File: src/rtl/npu_pkg.sv
// Shared definitions for the NPU activation feeder: FSM states, flush length
// and lane slicing helpers.
package npu_pkg;

  typedef enum logic [1:0] {
    ST_IDLE,
    ST_LOAD,
    ST_FLUSH,
    ST_DONE
  } state_e;

  localparam int unsigned NPU_N     = 3;
  localparam int unsigned FLUSH_CYC = 2 * NPU_N - 1;

  function automatic int unsigned flush_cycles(input int unsigned n);
    return 2 * n - 1;
  endfunction

  // Low bit of lane k within a packed row of dw-bit lanes.
  function automatic int unsigned lane_lo(input int unsigned k, input int unsigned dw);
    return k * dw;
  endfunction

endpackage

File: src/rtl/npu_skew_line.sv
// Per-lane delay line of DEPTH stages; shifts only when en is high and is
// synchronously cleared by clr.
module npu_skew_line #(
  parameter int unsigned DEPTH  = 1,
  parameter int unsigned DWIDTH = 8
) (
  input  logic              clk,
  input  logic              rst_n,
  input  logic              clr,
  input  logic              en,
  input  logic [DWIDTH-1:0] din,
  output logic [DWIDTH-1:0] dout
);

  logic [DEPTH-1:0][DWIDTH-1:0] sr_q, sr_d;

  always_comb begin
    sr_d = sr_q;
    if (clr) begin
      sr_d = '0;
    end else if (en) begin
      sr_d[0] = din;
      for (int unsigned i = 1; i < DEPTH; i++) begin
        sr_d[i] = sr_q[i-1];
      end
    end
  end

  always_ff @(posedge clk or negedge rst_n) begin
    if (!rst_n) begin
      sr_q <= '0;
    end else begin
      sr_q <= sr_d;
    end
  end

  assign dout = sr_q[DEPTH-1];

endmodule

File: src/rtl/npu_act_feeder.sv
// Activation feeder: accepts rows over valid/ready, skews lane k by k
// advances, then flushes 2N-1 zero advances so the array drains.
module npu_act_feeder
  import npu_pkg::*;
#(
  parameter int unsigned N      = 3,
  parameter int unsigned DWIDTH = 8,
  parameter int unsigned CWIDTH = 8
) (
  input  logic                clk,
  input  logic                rst_n,
  input  logic                start,
  input  logic [CWIDTH-1:0]   num_rows,
  input  logic                s_valid,
  input  logic [N*DWIDTH-1:0] s_data,
  output logic                s_ready,
  output logic [N*DWIDTH-1:0] a_data,
  output logic                a_en,
  output logic                busy,
  output logic                done
);

  localparam int unsigned FLUSH_N = flush_cycles(N);
  localparam int unsigned FW      = $clog2(FLUSH_N + 1);

  state_e              state_q, state_d;
  logic [CWIDTH-1:0]   cnt_q, cnt_d, num_q, num_d, cnt_inc;
  logic [FW-1:0]       fcnt_q, fcnt_d;
  logic [N*DWIDTH-1:0] a_data_q, a_data_d, adv_data;
  logic                a_en_q, a_en_d, done_q, done_d;
  logic                job_start, adv;
  logic [DWIDTH-1:0]   dl_out [1:N-1];

  assign job_start = (state_q == ST_IDLE) && start;
  assign adv       = ((state_q == ST_LOAD) && s_valid) || (state_q == ST_FLUSH);
  assign adv_data  = (state_q == ST_LOAD) ? s_data : '0;
  assign cnt_inc   = cnt_q + CWIDTH'(1);

  for (genvar k = 1; k < N; k++) begin : g_skew
    npu_skew_line #(
      .DEPTH  (k),
      .DWIDTH (DWIDTH)
    ) u_line (
      .clk   (clk),
      .rst_n (rst_n),
      .clr   (job_start),
      .en    (adv),
      .din   (adv_data[lane_lo(k, DWIDTH) +: DWIDTH]),
      .dout  (dl_out[k])
    );
  end

  always_comb begin
    state_d  = state_q;
    cnt_d    = cnt_q;
    num_d    = num_q;
    fcnt_d   = fcnt_q;
    done_d   = 1'b0;
    a_en_d   = adv;
    a_data_d = a_data_q;

    unique case (state_q)
      ST_IDLE: begin
        if (start) begin
          num_d    = num_rows;
          cnt_d    = '0;
          fcnt_d   = '0;
          a_data_d = '0;
          state_d  = (num_rows == '0) ? ST_DONE : ST_LOAD;
        end
      end
      ST_LOAD: begin
        if (s_valid) begin
          cnt_d = cnt_inc;
          if (cnt_inc == num_q) begin
            state_d = ST_FLUSH;
            fcnt_d  = '0;
          end
        end
      end
      ST_FLUSH: begin
        fcnt_d = fcnt_q + FW'(1);
        if (fcnt_q == FW'(FLUSH_N - 1)) begin
          state_d = ST_DONE;
        end
      end
      // DONE spans two cycles: the one showing the last advance, then the
      // done pulse, so busy stays high through the pulse.
      ST_DONE: begin
        if (done_q) begin
          state_d = ST_IDLE;
        end else begin
          done_d = 1'b1;
        end
      end
      default: state_d = ST_IDLE;
    endcase

    if (adv) begin
      a_data_d[DWIDTH-1:0] = adv_data[DWIDTH-1:0];
      for (int unsigned k = 1; k < N; k++) begin
        a_data_d[lane_lo(k, DWIDTH) +: DWIDTH] = dl_out[k];
      end
    end
  end

  always_ff @(posedge clk or negedge rst_n) begin
    if (!rst_n) begin
      state_q  <= ST_IDLE;
      cnt_q    <= '0;
      num_q    <= '0;
      fcnt_q   <= '0;
      a_data_q <= '0;
      a_en_q   <= 1'b0;
      done_q   <= 1'b0;
    end else begin
      state_q  <= state_d;
      cnt_q    <= cnt_d;
      num_q    <= num_d;
      fcnt_q   <= fcnt_d;
      a_data_q <= a_data_d;
      a_en_q   <= a_en_d;
      done_q   <= done_d;
    end
  end

  assign s_ready = (state_q == ST_LOAD);
  assign busy    = (state_q != ST_IDLE);
  assign a_data  = a_data_q;
  assign a_en    = a_en_q;
  assign done    = done_q;

endmodule

File: config.mk
export PLATFORM = sky130hd
export DESIGN_NAME = npu_act_feeder
export DESIGN_NICKNAME = d
export VERILOG_FILES = /design/src/rtl/npu_pkg.sv /design/src/rtl/npu_skew_line.sv /design/src/rtl/npu_act_feeder.sv
export SDC_FILE = /design/constraint.sdc
export NUM_CORES = 1
export LEC_CHECK = 0
export CAP_MARGIN = 20
export CELL_PAD_IN_SITES_DETAIL_PLACEMENT = 1
export CELL_PAD_IN_SITES_GLOBAL_PLACEMENT = 2
export CORE_MARGIN = 3
export CORE_UTILIZATION = 34
export DETAILED_ROUTE_END_ITERATION = 8
export MAX_ROUTING_LAYER = met4
export PLACE_DENSITY = 0.84
export SYNTH_ARGS = -nofsm -noshare
export SYNTH_HDL_FRONTEND = slang
export SYNTH_SLANG_ARGS = --single-unit
File: constraint.sdc
create_clock -name clk -period 5.68 [get_ports clk]
set_clock_uncertainty 0.05 [all_clocks]
set_input_delay 0.852 -clock clk [delete_from_list [all_inputs] [get_ports clk]]
set_output_delay 0.852 -clock clk [all_outputs]
set_load 0.02 [all_outputs]
==> impl_table.tex, run 1 <==
\begin{tabular}{lr}
\hline
Metric & Value \\
\hline
\multicolumn{2}{l}{\textbf{Yosys}} \\
Average cell area after synthesis & 8.95 µm² \\
Gate count of the mapped netlist & approximately 380 \\
Number of synthesized register bits & approximately 70 \\
Post-synthesis net count & approximately 430 \\
Synth area leaders & dfrtp\_1, nand2\_1, nand3\_1, a21oi\_1, ha\_1 \\
Sequential fraction of the synthesis area & around 52\% \\
Most used flip-flop cell after synthesis & dfrtp\_1 \\
Yosys warns & 0 \\
Post-synthesis async set-or-reset flop share & 100\% \\
Number of enable flip-flop cells after synthesis & 0 \\
Netlist cell types & 45 \\
Total standard cell area after synthesis & approximately 3400 µm² \\
Leading area contributor after synthesis & dfrtp\_1 \\
Area share of the largest cell type after synthesis & around 52\% \\
\multicolumn{2}{l}{\textbf{Timing}} \\
Number of failing setup endpoints in the final timing report & 0 \\
Fin. Hold Viols & 0 \\
Setup\_tns & 0 ps \\
Tcrit/Tclk final & around 63\% \\
Worst max-slew margin expressed relative to the limit & around two fifths \\
Final WS setup & approximately 2100 ps \\
Count of pins over their slew limit & 0 \\
Worst Max-Slew Pin Slew & between 800 and 900 ps \\
Shortest period the worst path allows & approximately 3600 ps \\
Setup repair after global routing missed its margin & false \\
Peak Freq & 279 MHz \\
\multicolumn{2}{l}{\textbf{Hold path}} \\
Launch instance of the worst min-delay path & g\_skew[1].u\_line.dout[3]\$\_DFFE\_PN0P\_ \\
Hold-critical path endpoint & a\_data[11]\$\_DFFE\_PN0P\_ \\
Hold Crit Depth & 2 \\
Kind of path behind the tightest hold check & flop to flop \\
\multicolumn{2}{l}{\textbf{Placement}} \\
Total cell area at the placement stage & slightly above 4000 µm² \\
Worst setup slack before clock tree synthesis & $\sim$2400 ps \\
Total placed cells including tap cells & 550 \\
Gp weighted congestion & 0.755 \\
Total of buffers placed on input and output ports & 63 \\
Half-perimeter wire length after placement & 6200 µm \\
\multicolumn{2}{l}{\textbf{CTS}} \\
Library cell used as clock root buffer & clkbuf\_8 \\
\# Post-CTS Setup Buffers & 0 \\
Number of buffers inserted during clock tree synthesis & 9 \\
Count of clock tree sinks & 71 \\
Clk Latency, worst-skew pair & around 350 ps \\
Clock Pin Slew Worst Setup and Hold Paths & 80 ps \\
Max H-tree Level & 3 \\
Cts-stage hold buffer count & 0 \\
TritonCTS clock tree & yes \\
Max clock buf depth & 2 \\
Count of instances resized after the clock tree is built & 0 \\
\multicolumn{2}{l}{\textbf{Setup path}} \\
Critical path data arrival time & between 2000 and 3000 ps \\
Slowest stage cell on the critical path & ha\_1 \\
Worst flop-to-flop path endpoint & g\_skew[2].u\_line.sr\_q[6]\$\_DFFE\_PN0P\_ \\
Delay of the slowest cell on the worst path & 730 ps \\
Highest net fanout along the worst path & 23 \\
Depth of the most critical reg-to-reg path & 8 \\
Type of the setup path with the least slack & flop to output port \\
Required arrival time at the worst endpoint & $\sim$4800 ps \\
Critical path endpoint category & output port \\
Origin of the critical flop-to-flop path & state\_q[1]\$\_DFFE\_PN0P\_ \\
Kind of cell adding the most delay to the critical path & buffers and inverters \\
Worst-path cell chain & inv\_1, ha\_1, buf\_4, clkdlybuf4s50\_1 \\
Reg-to-reg slack, setup & around 2800 ps \\
Kind of start point of the critical path & flop \\
Buffers and inverters on the worst path & 3 \\
\multicolumn{2}{l}{\textbf{Layout}} \\
NumNets Final & 476 \\
Commonest cells after routing, fill and taps aside & nand2\_1, dfrtp\_1, clkdlybuf4s50\_1 \\
Layout overhead on the synthesized area & 27.1\% \\
Final antenna diode count & 0 \\
Fraction of layout instances using a drive strength above 1 & $\sim$7\% \\
Number of non-filler instances in the completed layout & $\sim$570 \\
Most common cell after layout, fill and taps aside & nand2\_1 \\
Final instance area & 4350 µm² \\
\multicolumn{2}{l}{\textbf{Pwr}} \\
Leakage power total & 2.00 nW \\
Maximum vdd ir drop & 0.000208 V \\
Power per unit of standard cell area & $\sim$540 nW/µm² \\
\multicolumn{2}{l}{\textbf{Floorplanning}} \\
Die Height & $\sim$110 µm \\
Die area & around 11,000 µm² \\
Die width & about 110 µm \\
Placeable core area & roughly 9500 µm² \\
Top Ports & between 60 and 70 \\
Standard-cell rows & 35 \\
Initial Utilization & a little over a third \\
\multicolumn{2}{l}{\textbf{Detailed routing}} \\
Final antenna-violating net count & 0 \\
Vias after detailed routing & 2,922 \\
Vias per cell & 5.16 \\
Routed length per placed instance & 16.2 µm \\
Final WL & between 9000 and 10,000 µm \\
Length of the first detailed-routing pass in iterations & 4 \\
First DRT Iteration DRCs & 92 \\
Final routed DRC violation total & 0 \\
\multicolumn{2}{l}{\textbf{Run status}} \\
Run status & finished, final reports clean \\
\multicolumn{2}{l}{\textbf{GRT}} \\
Combined global-route utilization of all metal layers & roughly 18\% \\
Initial antenna violation count & 0 \\
Total global routing overflow & 0 \\
Largest net degree at the start of global routing & slightly above 70 \\
First-pass GRT wire length & 15,500 µm \\
Number of global-route vias before repair & 3,117 \\
\multicolumn{2}{l}{\textbf{Job}} \\
Max-cap violations & 0 \\
\hline
\end{tabular}
==> cell type report <==
cell class                      count  area, µm²
Tap cell                          129        161
Clock buffer                       10        128
Fill cell                        1118       5160
Timing Repair Buffer               69        691
Sequential cell                    71       1780
Inverter                            8       30.0
Multi-Input combinational cell    273       1490
Clock inverter                      6       70.1
==> routing by layer <==
layer / vias up / share of wire (%) / track usage, %
met5: - / 0 / -
met4: 0 / 1.6 / 6.48
met3: 11 / 3.4 / 2.67
met2: 49 / 48 / 27.4
met1: 1461 / 47 / 23.2
li1: 1401 / - / -
==> report_power, final <==
group	leakage, nW	switching (mW)	total (mW)	internal [mW]
clock	0.0891	0.205	0.410	0.205
sequential	0.956	0.145	0.853	0.708
combinational	0.958	0.646	1.06	0.417
==> worst min-delay path, cell delays in order (launching register included) <==
cell and delay, ps:
dfrtp_1 350, nand2_1 50, nand2_1 50
==> flip-flops by register name, indices dropped and copies added, names as in the netlist <==
name and count:
state_q 2, done 1, a_data 24, g_skew.u_line.dout 16, num_q 8, g_skew.u_line.sr_q 8
a_en 1, fcnt_q 3, cnt_q 8
==> logic make-up (layout without fill, tap and decap cells) <==
kind of cell	after synthesis	after routing	share of synthesized area [%]
XOR/XNOR	8	8	2.05
AO/OA/AOI/OAI	60	60	11.7
AND/OR/NAND/NOR	192	192	25.0
multiplexers	5	5	1.57
buffers and inverters	38	93	4.79
flip-flops	71	71	52.0
adder cells (fa/ha/maj)	8	8	2.93
==> cells in the mapped netlist (2+ instances only) <==
master     count
nand2_1      109
dfrtp_1       71
nand3_1       55
a21oi_1       28
clkbuf_1      19
ha_1           8
inv_1          8
a22o_1         7
buf_2          5
nand4_1        5
nor2_1         5
a21o_1         4
buf_1          4
nor3_1         4
xnor2_1        4
xor2_1         4
mux2_2         3
nor2b_1        3
nor4_1         3
o21ai_1        3
buf_6          2
mux2i_1        2
nand3b_1       2
o21ai_0        2
o2bb2ai_1      2
==> worst max-delay path by stage <==
stage	startpoint	endpoint	slack [ps]	cells past startpoint
global route	state_q[1]$_DFFE_PN0P_	s_ready	1980	4
finish	state_q[1]$_DFFE_PN0P_	s_ready	2100	4
detailed placement	s_valid	g_skew[2].u_line.sr_q[6]$_DFFE_PN0P_	2380	7
floorplan	s_valid	fcnt_q[2]$_DFFE_PN0P_	3550	7
global placement	s_valid	g_skew[2].u_line.sr_q[6]$_DFFE_PN0P_	2470	7
CTS	state_q[1]$_DFFE_PN0P_	s_ready	2090	4
==> stage by stage <==
step	power [mW]	util, %	hold WS (ps)
global placement	1.88	43.4	398
finish	2.33	45.7	429
CTS	2.36	45.7	437
global route	2.51	45.7	469
detailed placement	1.94	43.7	418
floorplan	1.52	-	389
(Power assumes the default switching activity.)
==> inputs of run 2 (changes only) <==
Settings changed: CORE_UTILIZATION 34 to 31, PLACE_DENSITY 0.84 to 0.78.
Clock period 5.68 ns to 3.3 ns, I/O delays scaled along.
==> impl_table.tex, run 2 (synthesis gave the netlist of run 1 again) <==
\begin{tabular}{lr}
\hline
Metric & Value \\
\hline
\multicolumn{2}{l}{\textbf{Run status}} \\
Run status & finished, final reports clean \\
\multicolumn{2}{l}{\textbf{Placement}} \\
Gp weighted congestion & around 0.77 \\
Half-perimeter wire length after placement & 6030 µm \\
Worst setup slack before clock tree synthesis & between 700 and 800 ps \\
Total cell area at the placement stage & 4150 µm² \\
Total of buffers placed on input and output ports & between 60 and 70 \\
Total placed cells including tap cells & roughly 560 \\
\multicolumn{2}{l}{\textbf{Setup path}} \\
Kind of cell adding the most delay to the critical path & buffers and inverters \\
Required arrival time at the worst endpoint & roughly 2800 ps \\
Buffers and inverters on the worst path & 3 \\
Number of stages on the worst setup path & 4 \\
Delay of the slowest cell on the worst path & approximately 620 ps \\
Kind of start point of the critical path & flop \\
Critical Path Source & state\_q[0]\$\_DFFE\_PN0P\_ \\
Critical path endpoint category & output port \\
Reg-to-reg slack, setup & 1030 ps \\
Type of the setup path with the least slack & flop to output port \\
Critical path endpoint & busy \\
Depth of the most critical reg-to-reg path & 9 \\
Origin of the critical flop-to-flop path & state\_q[0]\$\_DFFE\_PN0P\_ \\
Worst-path cell chain & inv\_1, ha\_1, inv\_1, clkdlybuf4s50\_1 \\
Highest net fanout along the worst path & 5 \\
Worst flop-to-flop path endpoint & fcnt\_q[2]\$\_DFFE\_PN0P\_ \\
Slowest stage cell on the critical path & clkdlybuf4s50\_1 \\
CP most frequent cell & inv\_1 \\
Critical path data arrival time & 1860 ps \\
\multicolumn{2}{l}{\textbf{Layout}} \\
Most common cell after layout, fill and taps aside & nand2\_1 \\
Fill cell count & roughly 1,200 \\
Number of non-filler instances in the completed layout & about 570 \\
Number of flip-flops in the largest register & 24 \\
Fraction of layout instances using a drive strength above 1 & around 7.1\% \\
Final instance area & about 4300 µm² \\
Final antenna diode count & 0 \\
Layout overhead on the synthesized area & 26.9\% \\
Commonest cells after routing, fill and taps aside & nand2\_1, dfrtp\_1, clkdlybuf4s50\_1 \\
NumNets Final & about 480 \\
\multicolumn{2}{l}{\textbf{Pwr}} \\
Pwr Total & around 3.9 mW \\
Power per unit of standard cell area & between 900 and 1000 nW/µm² \\
Maximum vdd ir drop & a little under 0.0006 V \\
Leakage power total & $\sim$2.0 nW \\
\multicolumn{2}{l}{\textbf{Timing}} \\
Shortest period the worst path allows & 2410 ps \\
Peak Freq & between 400 and 500 MHz \\
Number of failing setup endpoints in the final timing report & 0 \\
Count of pins over their slew limit & 0 \\
Setup repair after global routing missed its margin & false \\
Tcrit/Tclk final & 72.9\% \\
Setup\_tns & 0 ps \\
Fin. Hold Viols & 0 \\
Worst max-slew margin expressed relative to the limit & between 50\% and 60\% \\
Final WS setup & between 800 and 900 ps \\
Worst Max-Slew Pin Slew & a little over 600 ps \\
\multicolumn{2}{l}{\textbf{Floorplanning}} \\
Initial Utilization & about 33\% \\
Placeable core area & 10,500 µm² \\
Top Ports & 64 \\
Die width & roughly 110 µm \\
Die area & 12,300 µm² \\
Standard-cell rows & 37 \\
Die Height & 111 µm \\
\multicolumn{2}{l}{\textbf{CTS}} \\
Count of instances resized after the clock tree is built & 0 \\
Clk Latency, worst-skew pair & $\sim$350 ps \\
Max H-tree Level & 3 \\
TritonCTS clock tree & yes \\
\# Post-CTS Setup Buffers & 0 \\
Cts-stage hold buffer count & 0 \\
Library cell used as clock root buffer & clkbuf\_8 \\
Clock Pin Slew Worst Setup and Hold Paths & 70 ps \\
Number of buffers inserted during clock tree synthesis & 9 \\
Count of clock tree sinks & 71 \\
Max clock buf depth & 2 \\
\multicolumn{2}{l}{\textbf{GRT}} \\
First-pass GRT wire length & roughly 15,000 µm \\
Largest net degree at the start of global routing & 50 \\
Combined global-route utilization of all metal layers & around 15\% \\
Number of global-route vias before repair & $\sim$3,000 \\
Total global routing overflow & 0 \\
Initial antenna violation count & 0 \\
\multicolumn{2}{l}{\textbf{Detailed routing}} \\
Final routed DRC violation total & 0 \\
Vias per cell & $\sim$5 \\
Final WL & about 8900 µm \\
Uppermost signal routing layer after detailed routing & met4 \\
Routed met2 length & 4150 µm \\
Final antenna-violating net count & 0 \\
Length of the first detailed-routing pass in iterations & 4 \\
Wire length on met1 & approximately 4400 µm \\
Routed length on met3 & roughly 320 µm \\
Routed length per placed instance & around 16 µm \\
First DRT Iteration DRCs & around 150 \\
Vias after detailed routing & 2,878 \\
\multicolumn{2}{l}{\textbf{Job}} \\
Max-cap violations & 0 \\
\multicolumn{2}{l}{\textbf{Hold path}} \\
Kind of path behind the tightest hold check & input port to asynchronous set/reset pin \\
\hline
\end{tabular}
-- run 2: cell count changes in the layout (fill, tap and decap cells not counted), sizes merged --
cell | previous run | this run
buf | 7 | 9
clkinv | 1 | 2
clkinvlp | 3 | 1
inv | 9 | 8
-- run 2: metal layers --
layer	track usage, %	vias to the layer above
met3	3.60	9
met2	23.3	48
met4	4.62	0
li1	-	1405
met1	21.0	1416
met5	-	-
-- run 2: through the flow --
stage | hold WS (ps) | utilization (%)
6_report | 103 | 41.3
5_1_grt | 134 | 41.3
4_1_cts | 112 | 41.3
3_5_place_dp | 406 | 39.5
3_3_place_gp | 398 | 39.5
2_1_floorplan | 149 | -
-- run 2: area by class of cell --
class / instances / area [µm²] / area share (%)
Sequential cell: 71 / 1780 / 41.0
Multi-Input combinational cell: 273 / 1490 / 34.4
Timing Repair Buffer: 71 / 686 / 15.8
Tap cell: 136 / 170 / 3.92
Clock buffer: 10 / 138 / 3.17
Clock inverter: 4 / 47.5 / 1.10
Inverter: 8 / 30.0 / 0.692
-- run 2: how the worst min path moves through the flow --
stage                                                    start                     end  slack (ps)  cells after the start
after global placement    g_skew[1].u_line.dout[3]$_DFFE_PN0P_  a_data[11]$_DFFE_PN0P_         400                      2
after global routing                                     rst_n   a_data[0]$_DFFE_PN0P_         130                      1
final                                                    rst_n   a_data[0]$_DFFE_PN0P_         100                      1
after detailed placement  g_skew[2].u_line.dout[7]$_DFFE_PN0P_  a_data[23]$_DFFE_PN0P_         410                      2
after floorplan                                          rst_n   a_data[0]$_DFFE_PN0P_         150                      0
after CTS                                                rst_n   a_data[0]$_DFFE_PN0P_         110                      1
-- run 2: worst register-to-register path, cell delays in order (launching register included) --
cell       delay (ps)
dfrtp_1           390
inv_1             110
ha_1              300
nor2b_1           160
buf_4             170
a211o_1           280
a21oi_1           210
a2bb2oi_2         210
nand3_1           150
o211ai_2          170
-- run 2: report_power, final --
| part | leakage [nW] | internal (mW) | switching [mW] |
|---|---|---|---|
| clock network | 0.0940 | 0.359 | 0.325 |
| registers | 0.956 | 1.22 | 0.246 |
| logic | 0.959 | 0.705 | 1.08 |
| total | 2.01 | 2.28 | 1.65 |
